[config.mk]
export PLATFORM = sky130hd
export DESIGN_NAME = segmented_display_mux
export DESIGN_NICKNAME = d
export VERILOG_FILES = /design/src/rtl/segmented_display_mux.sv
export SDC_FILE = /design/constraint.sdc
export NUM_CORES = 1
export LEC_CHECK = 0
export ABC_AREA = 1
export CAP_MARGIN = 20
export CELL_PAD_IN_SITES_DETAIL_PLACEMENT = 1
export CELL_PAD_IN_SITES_GLOBAL_PLACEMENT = 1
export CORE_MARGIN = 1
export CORE_UTILIZATION = 36
export DETAILED_ROUTE_END_ITERATION = 8
export PLACE_DENSITY = 0.86
export SYNTH_ARGS = -nofsm -noshare
export SYNTH_HDL_FRONTEND = slang
export SYNTH_SLANG_ARGS = --single-unit
[constraint.sdc]
create_clock -name clock -period 2.4 [get_ports clock]
set_input_delay 0.6 -clock clock [delete_from_list [all_inputs] [get_ports clock]]
set_output_delay 0.6 -clock clock [all_outputs]
set_load 0.01 [all_outputs]
[src/rtl/segmented_display_mux.sv]
// segmented_display_mux: multiplexed 7/8-segment LED display driver.
// One clock domain. A prescaler generates scan ticks, 16 ticks form one digit
// slot, and NUMBER_OF_DIGITS slots form one frame. Each slot starts with
// BLANK_TICKS of dead time to suppress ghosting. After that the digit is lit
// for brightness_latched ticks. New data is loaded into a shadow register and
// moves to the active register only at a frame boundary.
// Optional build macro: SEGMENTED_DISPLAY_LEADING_ZERO_BLANKING_EN blanks
// leading zero digits (digit 0 is always shown).
`timescale 1ns/1ps

module segmented_display_mux #(
  parameter int NUMBER_OF_DIGITS   = 4,   // 1..16
  parameter int NUMBER_OF_SEGMENTS = 8,   // 7 (a..g) or 8 (a..g + dp)
  parameter int CLOCK_DIVIDE_LOG2  = 4,   // scan tick every 2^N clocks
  parameter int BLANK_TICKS        = 2,   // 0..15 dead ticks per slot
  parameter bit ANODE_ACTIVE_HIGH  = 1'b1,
  parameter bit CATHODE_ACTIVE_LOW = 1'b1
) (
  input  logic                            clock,
  input  logic                            reset_n,
  input  logic [4*NUMBER_OF_DIGITS-1:0]   data,
  input  logic [NUMBER_OF_DIGITS-1:0]     dp,
  input  logic                            load,
  input  logic [3:0]                      brightness,
  output logic                            pending,
  output logic                            frame_sync,
  output logic [NUMBER_OF_DIGITS-1:0]     anode,
  output logic [NUMBER_OF_SEGMENTS-1:0]   cathode
);

  localparam int DW = (NUMBER_OF_DIGITS > 1) ? $clog2(NUMBER_OF_DIGITS) : 1;
  localparam int PW = (CLOCK_DIVIDE_LOG2 > 0) ? CLOCK_DIVIDE_LOG2 : 1;
  localparam int SW = 5 * NUMBER_OF_DIGITS;  // {dp, data}

  localparam logic [PW-1:0] PRESC_MAX  = PW'((1 << CLOCK_DIVIDE_LOG2) - 1);
  localparam logic [DW-1:0] DIGIT_MAX  = DW'(NUMBER_OF_DIGITS - 1);
  localparam logic [4:0]    BLANK_5    = 5'(BLANK_TICKS);

  // Inactive drive levels; XOR with these applies the pin polarity.
  localparam logic [NUMBER_OF_DIGITS-1:0]   ANODE_OFF   = {NUMBER_OF_DIGITS{!ANODE_ACTIVE_HIGH}};
  localparam logic [NUMBER_OF_SEGMENTS-1:0] CATHODE_OFF = {NUMBER_OF_SEGMENTS{CATHODE_ACTIVE_LOW}};

  // Scan counters
  logic [PW-1:0] prescaler_q, prescaler_d;
  logic [3:0]    tick_q, tick_d;
  logic [DW-1:0] digit_q, digit_d;
  logic          scan_tick;
  logic          boundary;

  // Double buffer and brightness
  logic [SW-1:0] shadow_q, shadow_d;
  logic [SW-1:0] active_q, active_d;
  logic          pending_q, pending_d;
  logic [3:0]    bright_q, bright_d;

  // Output registers
  logic                          frame_sync_q;
  logic [NUMBER_OF_DIGITS-1:0]   anode_q, anode_d;
  logic [NUMBER_OF_SEGMENTS-1:0] cathode_q, cathode_d;

  // Current-digit decode
  logic [3:0]                    cur_nybble;
  logic                          cur_dp;
  logic                          cur_blank;
  logic [NUMBER_OF_DIGITS-1:0]   lz_blank;
  logic                          lit_on;
  logic [7:0]                    seg_lit;
  logic [NUMBER_OF_DIGITS-1:0]   anode_lit;
  logic [NUMBER_OF_SEGMENTS-1:0] cathode_lit;

  // Standard hex glyphs, active-high, bit0=a .. bit6=g.
  function automatic logic [6:0] hex_glyph(input logic [3:0] v);
    case (v)
      4'h0:    hex_glyph = 7'h3F;
      4'h1:    hex_glyph = 7'h06;
      4'h2:    hex_glyph = 7'h5B;
      4'h3:    hex_glyph = 7'h4F;
      4'h4:    hex_glyph = 7'h66;
      4'h5:    hex_glyph = 7'h6D;
      4'h6:    hex_glyph = 7'h7D;
      4'h7:    hex_glyph = 7'h07;
      4'h8:    hex_glyph = 7'h7F;
      4'h9:    hex_glyph = 7'h6F;
      4'hA:    hex_glyph = 7'h77;
      4'hB:    hex_glyph = 7'h7C;
      4'hC:    hex_glyph = 7'h39;
      4'hD:    hex_glyph = 7'h5E;
      4'hE:    hex_glyph = 7'h79;
      default: hex_glyph = 7'h71;
    endcase
  endfunction

  // Prescaler -> tick-in-slot -> digit counter chain and frame boundary detect.
  always_comb begin
    // NOTE: every signal driven here gets a default first so no path can leave it unassigned (no inferred latch).
    scan_tick   = (prescaler_q == PRESC_MAX);
    prescaler_d = scan_tick ? '0 : prescaler_q + 1'b1;
    tick_d      = scan_tick ? tick_q + 1'b1 : tick_q;   // 4-bit wrap 15 -> 0
    digit_d     = digit_q;
    if (scan_tick && (tick_q == 4'hF)) begin
      digit_d = (digit_q == DIGIT_MAX) ? '0 : digit_q + 1'b1;
    end
    boundary = (prescaler_q == '0) && (tick_q == 4'h0) && (digit_q == '0);
  end

  // Shadow capture, frame-boundary transfer and brightness latch.
  always_comb begin
    shadow_d  = load ? {dp, data} : shadow_q;
    active_d  = (boundary && pending_q) ? shadow_q : active_q;
    bright_d  = boundary ? brightness : bright_q;
    pending_d = pending_q;
    if (load) begin
      pending_d = 1'b1;       // a load always leaves fresh data waiting
    end else if (boundary) begin
      pending_d = 1'b0;
    end
  end

`ifdef SEGMENTED_DISPLAY_LEADING_ZERO_BLANKING_EN
  logic lz_seen;

  // Blank zero digits from the top down until the first nonzero digit.
  always_comb begin
    lz_seen  = 1'b0;
    lz_blank = '0;
    for (int i = NUMBER_OF_DIGITS - 1; i >= 1; i--) begin
      if (!lz_seen && (active_d[4*i +: 4] == 4'h0)) lz_blank[i] = 1'b1;
      if (active_d[4*i +: 4] != 4'h0)               lz_seen     = 1'b1;
    end
  end
`else
  assign lz_blank = '0;
`endif

  // Pick the nybble, dp and blanking flag for the digit being scanned.
  always_comb begin
    cur_nybble = 4'h0;
    cur_dp     = 1'b0;
    cur_blank  = 1'b0;
    for (int i = 0; i < NUMBER_OF_DIGITS; i++) begin
      if (digit_q == DW'(i)) begin
        cur_nybble = active_d[4*i +: 4];
        cur_dp     = active_d[4*NUMBER_OF_DIGITS + i];
        cur_blank  = lz_blank[i];
      end
    end
  end

  // Slot timing window, glyph decode and polarity; uses the values taking
  // effect this cycle so a boundary frame already shows the new data.
  always_comb begin
    lit_on      = ({1'b0, tick_q} >= BLANK_5) &&
                  ({1'b0, tick_q} <  (BLANK_5 + {1'b0, bright_d}));
    seg_lit     = {cur_dp, cur_blank ? 7'h00 : hex_glyph(cur_nybble)};
    anode_lit   = lit_on ? (NUMBER_OF_DIGITS'(1) << digit_q) : '0;
    cathode_lit = lit_on ? seg_lit[NUMBER_OF_SEGMENTS-1:0] : '0;
    anode_d     = anode_lit ^ ANODE_OFF;
    cathode_d   = cathode_lit ^ CATHODE_OFF;
  end

  // All state, with synchronous active-low reset.
  always_ff @(posedge clock) begin
    // NOTE: sequential state uses non-blocking assignments so every register samples pre-edge values.
    if (!reset_n) begin
      prescaler_q  <= '0;
      tick_q       <= '0;
      digit_q      <= '0;
      // NOTE: shadow and active buffers are reset too, so the first frame is a defined blank-data display.
      shadow_q     <= '0;
      active_q     <= '0;
      pending_q    <= 1'b0;
      bright_q     <= '0;
      frame_sync_q <= 1'b0;
      anode_q      <= ANODE_OFF;
      cathode_q    <= CATHODE_OFF;
    end else begin
      prescaler_q  <= prescaler_d;
      tick_q       <= tick_d;
      digit_q      <= digit_d;
      shadow_q     <= shadow_d;
      active_q     <= active_d;
      pending_q    <= pending_d;
      bright_q     <= bright_d;
      frame_sync_q <= boundary;
      anode_q      <= anode_d;
      cathode_q    <= cathode_d;
    end
  end

  assign pending    = pending_q;
  assign frame_sync = frame_sync_q;
  assign anode      = anode_q;
  assign cathode    = cathode_q;

endmodule

# [After elaboration in Yosys (flattened, before gate mapping)]
# Memories as Yosys holds them, arrays and structs flattened.
# Cells that the tools add are included.
[word_totals] ff_bits=68 romBits=112 n_memories=1
[op_classes] addsub=4 order_cmp=2 n_eq_ne=5 n_shift=1 n_mux=14 bitwise_logic=2 n_reduce_logical=11
[mem_list] name="(name not given)" depth=16 width=7 read_ports=1 rd_ports_with_merged_regs=0 wr=0 line_no="73" source="case (v)"
[op_table] op="$mux 20" count=1
[op_table] op="$mux 4" count=5
[op_table] op="$add 4x1->4 const B" count=2
[op_table] op="$eq 4x4->1 const B" count=2
[op_table] op="$logic_not 4->1" count=2
[op_table] op="$mux 8" count=1
[op_table] op="$not 8->8" count=1
[op_table] op="$mux 1" count=6
[op_table] op="$add 2x4->5 const A" count=1
[op_table] op="$logic_and 1x1->1" count=5
[op_table] op="$lt 4x5->1" count=1
[op_table] op="$eq 2x2->1 const B" count=2
[op_table] op="$ge 4x2->1 const B" count=1
[op_table] op="$shl 1x2->4 const A" count=1
[op_table] op="$add 2x1->2 const B" count=1
[op_table] op="$eq 2x1->1 const B" count=1
[op_table] op="$logic_not 2->1" count=1
[op_table] op="$mux 2" count=1
[op_table] op="$reduce_and 2->1" count=1
[op_table] op="$reduce_bool 2->1" count=1
[op_table] op="$reduce_or 2->1" count=1
[op_table] op="$not 1->1" count=1

# [Logic depth before layout (Yosys ltp)]
# Gate-level depths: netlist of the first run.
# An unclocked memory read counts as a cell.
[logic_depth] ltp_word=12 mapped_depth=18

# [Least setup slack after synthesis of the first run]
# No wires, ideal clock.
[synth_timing] path_type="register to register" start="register digit_q[0]" end="register cathode_q[0], in the netlist cathode[0]" t_arrival_ns=2.365 path_slack_ns=-0.087 stages_incl_launch_ff=18 path_buffers=0 period_less_slack_ns=2.487 path_cell_list="dfxtp_1 inv_1 ha_1 nand2_2 nor2_4 nand2_2 nand2_1 nand2_1 ha_1 inv_1 ha_1 a21o_1 nand3_1 nand2_1 clkinv_1 nand3_4 nor2_2 nand3_1"
[synth_via] elab_cells_between_ends=18 classes_between="1 x add/sub; 1 x order compare; 3 x eq/ne; 7 x mux; 1 x bitwise; 4 x reduce/logical; 1 x memory"
[synth_lines] item="from (decl)" line_no="46" source="logic [DW-1:0] digit_q, digit_d;"
[synth_lines] item="from (signal assigned)" line_no="179" source="digit_q <= digit_d;"
[synth_lines] item="$logic_not 2->1" line_no="103" source="boundary = (prescaler_q == '0) && (tick_q == 4'h0) && (digit_q == '0);"
[synth_lines] item="$logic_and 1x1->1" line_no="103"
[synth_lines] item="$mux 4" line_no="110" source="bright_d = boundary ? brightness : bright_q;"
[synth_lines] item="via bright_d[1]" line_no="54" source="logic [3:0] bright_q, bright_d;"
[synth_lines] item="$add 2x4->5" line_no="153" source="({1'b0, tick_q} < (BLANK_5 + {1'b0, bright_d}));"
[synth_lines] item="$lt 4x5->1" line_no="153"
[synth_lines] item="$logic_and 1x1->1" line_no="152" source="lit_on = ({1'b0, tick_q} >= BLANK_5) &&"
[synth_lines] item="$mux 8" line_no="156" source="cathode_lit = lit_on ? seg_lit[NUMBER_OF_SEGMENTS-1:0] : '0;"
[synth_lines] item="$not 8->8 (no line)"
[synth_lines] item="to (signal assigned)" line_no="186" source="cathode_q <= cathode_d;"
[synth_lines] item="to (decl)" line_no="59" source="logic [NUMBER_OF_SEGMENTS-1:0] cathode_q, cathode_d;"
# The timed path passes the listed nets, and every way through them passes these cells.
# A chain may end at the register's enable or synchronous reset.

# [Worst setup path after layout of the first run]
[layout_timing] start="register tick_q[1]" end="register anode_q[0], in the netlist anode[0]"
[layout_via] elab_chain_cells=8 elab_cells_between_ends=9 classes_between="1 x add/sub; 2 x order compare; 1 x mux; 5 x reduce/logical"
[layout_lines] item="from (decl)" line_no="45" source="logic [3:0] tick_q, tick_d;"
[layout_lines] item="from (signal assigned)" line_no="178" source="tick_q <= tick_d;"
[layout_lines] item="$logic_not 4->1" line_no="103"
[layout_lines] item="$logic_and 1x1->1 (2 in a row)" line_no="103"
[layout_lines] item="$mux 4" line_no="110"
[layout_lines] item="via bright_d[2]" line_no="54"
[layout_lines] item="$add 2x4->5" line_no="153"
[layout_lines] item="$lt 4x5->1" line_no="153"
[layout_lines] item="$logic_and 1x1->1" line_no="152"
[layout_lines] item="$reduce_and 2->1 (no line)"
[layout_lines] item="to (signal assigned)" line_no="185" source="anode_q <= anode_d;"
[layout_lines] item="to (decl)" line_no="58" source="logic [NUMBER_OF_DIGITS-1:0] anode_q, anode_d;"
# The timed path passes the listed nets, and every way through them passes these cells.

==> results of run 1 <==
## repair_timing
action	in CTS	in global routing
setup buffers	10	4
setup endpoints to repair	12	12
gates cloned	1	0
gates resized for setup	27	43
pin swaps	13	21
## layout make-up
type                       count  share of cell area
sequential                    68               0.301
timing repair buffer          88               0.172
inverter                      66              0.0588
clock inverter                 5              0.0165
multi-input combinational    283               0.391
tap                          108              0.0297
clock buffer                  11              0.0311
## Yosys cell counts, types with 3 or more instances
cell and number:
nand2_1 76, dfxtp_1 68, inv_1 55, nor2_1 45, a21oi_1 31, nand3_1 31, o21ai_0 29, ha_1 19
nand2_2 14, nand4_1 11, clkbuf_1 7, inv_2 6, buf_6 3, clkinv_1 3, nor2_2 3, nor3_1 3
## worst min-delay path by stage
stage | startpoint | cells after the start | to | slack [ns]
after floorplan | shadow_q[0] | 2 | shadow_q[0] | 0.43
after global placement | shadow_q[11] | 2 | shadow_q[11] | 0.45
after detailed placement | shadow_q[1] | 2 | shadow_q[1] | 0.46
after CTS | shadow_q[14] | 2 | shadow_q[14] | 0.47
after global routing | shadow_q[1] | 2 | shadow_q[1] | 0.49
final | shadow_q[12] | 2 | shadow_q[12] | 0.46
## metal layers
layer / GRT usage / vias up
met5: 0 / -
met4: 0.129 / 0
met3: 0.0564 / 30
met2: 0.399 / 74
met1: 0.256 / 1595
li1: - / 1545
## cell families after synthesis
| logic type | after synthesis | synth area share |
|---|---|---|
| and+or+nand+nor | 192 | 0.279 |
| buffers and inverters | 80 | 0.104 |
| AOI/OAI and AO/OA | 69 | 0.117 |
| DFF | 68 | 0.422 |
| adders and majority gates | 19 | 0.0736 |
| xor gates and xnor gates | 2 | 0.00543 |
## flip-flops by register name, indices dropped and copies added (netlist names)
signal,flops
anode,4
bright_q,4
frame_sync,1
shadow_q,20
active_q,20
digit_q,2
cathode,8
tick_q,4
pending,1
prescaler_q,4
## placed cells by master (no fill, tap or decap), types with 2 or more instances in the layout
cell and count:
nand2_1 68, dfxtp_1 62, inv_1 46, buf_4 42, nor2_1 40, clkdlybuf4s50_1 40
a21oi_1 30, o21ai_0 28, nand3_1 27, inv_2 12, nand2_4 12, nand2_2 11
nand4_1 11, ha_1 11, clkbuf_8 10, ha_4 8, nor2_2 6, nand3_2 6
dfxtp_2 6, buf_6 6, nor2_4 4, inv_4 4, nor3_1 3, clkinv_2 3
nand3_4 2, o21ai_2 2, o21a_1 2, clkinv_1 2, bufinv_16 2
## metrics by stage
step	TNS, ns	power [uW]
floorplan	0	1560
global placement	-1.29	1710
detailed placement	-2.57	1740
CTS	-0.0189	2850
global route	-1.95	3060
finish	-0.549	2940
## power by group through the flow
stage | registers (uW) | clock network (uW) | logic (uW)
CTS | 1210 | 1080 | 555
global route | 1220 | 1130 | 700
finish | 1220 | 1070 | 649
floorplan | 1230 | 0 | 326
detailed placement | 1240 | 0 | 499
global placement | 1230 | 0 | 475
## critical path: cells and delay by family, from the launching register on
family                     cells  cell delay (ns)
adders and majority gates      3             0.63
and+or+nand+nor                9             0.92
AOI/OAI and AO/OA              2             0.25
buffers and inverters          4             0.30
DFF                            1             0.33
==> impl_metrics.yaml, run 1 <==
run_status:
  status: "finished, violations left"
  failed_checks: "negative setup slack"
power_and_ir_drop:
  clockPowerShare: 0.365
  power.internal_uw: 2070
  power_frac_seq: 0.415
  comb_power_share: 0.221
  power.density_nw_per_um2: 646
  ir_drop_mv: 0.303
  switchingPower_uw: 870
  leakage_uw: 0.00199
  swShare: 0.296
critical_path:
  path_cells: "inv_2, ha_4, nand2_4, nor2_4, nand2_4, nand2_4, o21ai_4, ha_4, inv_2, ha_4, a21o_1, nand3_2, nand2_2, inv_4, nand3_4, inv_6, nand2_4, nor2_4"
  r2r-start: "tick_q[1]"
  crit_top_cell: "nand2_4"
  worst-path-max-fanout: 5
  required_ns: 2.71
  worstSetupStartpointType: "flip-flop"
  critPathMaxStageDelay_ns: 0.33
  crit_path_end: "anode[0]"
  cpMaxStageDelayCell: "dfxtp_2"
  critPathArrivalTime_ns: 2.81
  crit_start: "tick_q[1]"
  reg2reg_depth: 18
  regToRegSetupSlack_ns: -0.11
  path_class: "flip-flop to flip-flop"
  end_kind: "flip-flop"
  timing.rr.end: "anode[0]"
route:
  met3WireLength_um: 426
  drc: 0
  wl_met2_um: 5810
  top_layer_used: "met4"
  drt-met1-wl_um: 4700
  avgViaCountPerCell: 5.16
  vias: 3244
  post_drt_wl_per_cell_um: 18.0
  drtAntennaViolNets: 0
  routed_wirelength_um: 11300
  dr.pass1.iters: 4
  drt_iter0_markers: 220
sta:
  fin_crit_sh: 1.04
  maxClockFrequency_mhz: 399
  setup_ws_ns: -0.105
  finalSetupViolCount: 12
  drv_slew: 0
  finalCriticalPeriod_ns: 2.51
  worst_pin_slew_ns: 0.362
  clock_skew_ns: 0.0110
  finalHoldViolCount: 0
  rsz0062_at_grt: "yes"
  holdWs_ns: 0.463
  maxSlewHeadroom: 0.757
grt:
  grt_max_degree: 31
  antenna_found_initial: 0
  grt_pass1_vias: 3456
  grt_usage: 0.230
  grt_pass1_wl_um: 16900
  gr-total-overflow: 0
clock_tree:
  clk_path_buf_depth: 2
  cts.sinks: 68
  cts_root_buf: "clkbuf_8"
  cts_inserted_buffers: 9
  clk_pin_slew_worst_paths_ns: 0.08
  clkLatencyLatePin_ns: 0.36
  htree_levels: 3
  hold_buffers: 0
  cts_tree: "built"
synthesis:
  synth_area_per_cell_um2: 7.51
  synth_cells: 430
  synth_nets: 476
  yosysTopAreaCellShare: 0.422
  synth_area_leaders: "dfxtp_1 42%, nand2_1 8.8%, ha_1 7.4%"
  synth_ff_type: "dfxtp_1"
  synth_edf_count: 0
  synth_warnings: 0
  synth_cell_types: 36
  async_flop_share: 0
  synthesis.area_um2: 3230
  yosysSeqAreaShare: 0.422
  ys_seq_elements: 68
  synth_area_leader_cell: "dfxtp_1"
layout:
  stdcell_area_um2: 4550
  num_antenna_cells: 0
  area_delta_synth_final_pct: 41.0
  drive_gt1_frac: 0.276
  final_cells: 629
  final_util: 0.522
  multiInputGateArea_um2: 1780
  fin_nets: 562
  regArea_um2: 1370
  fill_cells: 1048
die:
  fp.dieH_um: 96.7
  rows: 34
  ios: 41
  core_area_um2: 8720
  initial_utilization: 0.370
  die_w_um: 96.7
  die_area_um2: 9350
place:
  hpwl_um: 6310
  gp_congestion: 0.876
  dp_cells: 598
  place.port_buffers: 40
  placed_area_um2: 3950
  dp_slack_ns: -0.256
hold_path:
  min_path_type: "flip-flop to flip-flop"
run:
  maxCapViolations: 0
Note: power is estimated with default switching activity, not from simulation.
==> run 2: changes to the inputs <==
--- a/config.mk
+++ b/config.mk
@@ -13,6 +13,7 @@
 export CORE_UTILIZATION = 36
 export DETAILED_ROUTE_END_ITERATION = 8
 export PLACE_DENSITY = 0.86
+export SLEW_MARGIN = 5
 export SYNTH_ARGS = -nofsm -noshare
 export SYNTH_HDL_FRONTEND = slang
 export SYNTH_SLANG_ARGS = --single-unit
==> results of run 2 <==
Same layout as run 1: the final DEF is identical, and so are final timing and power.
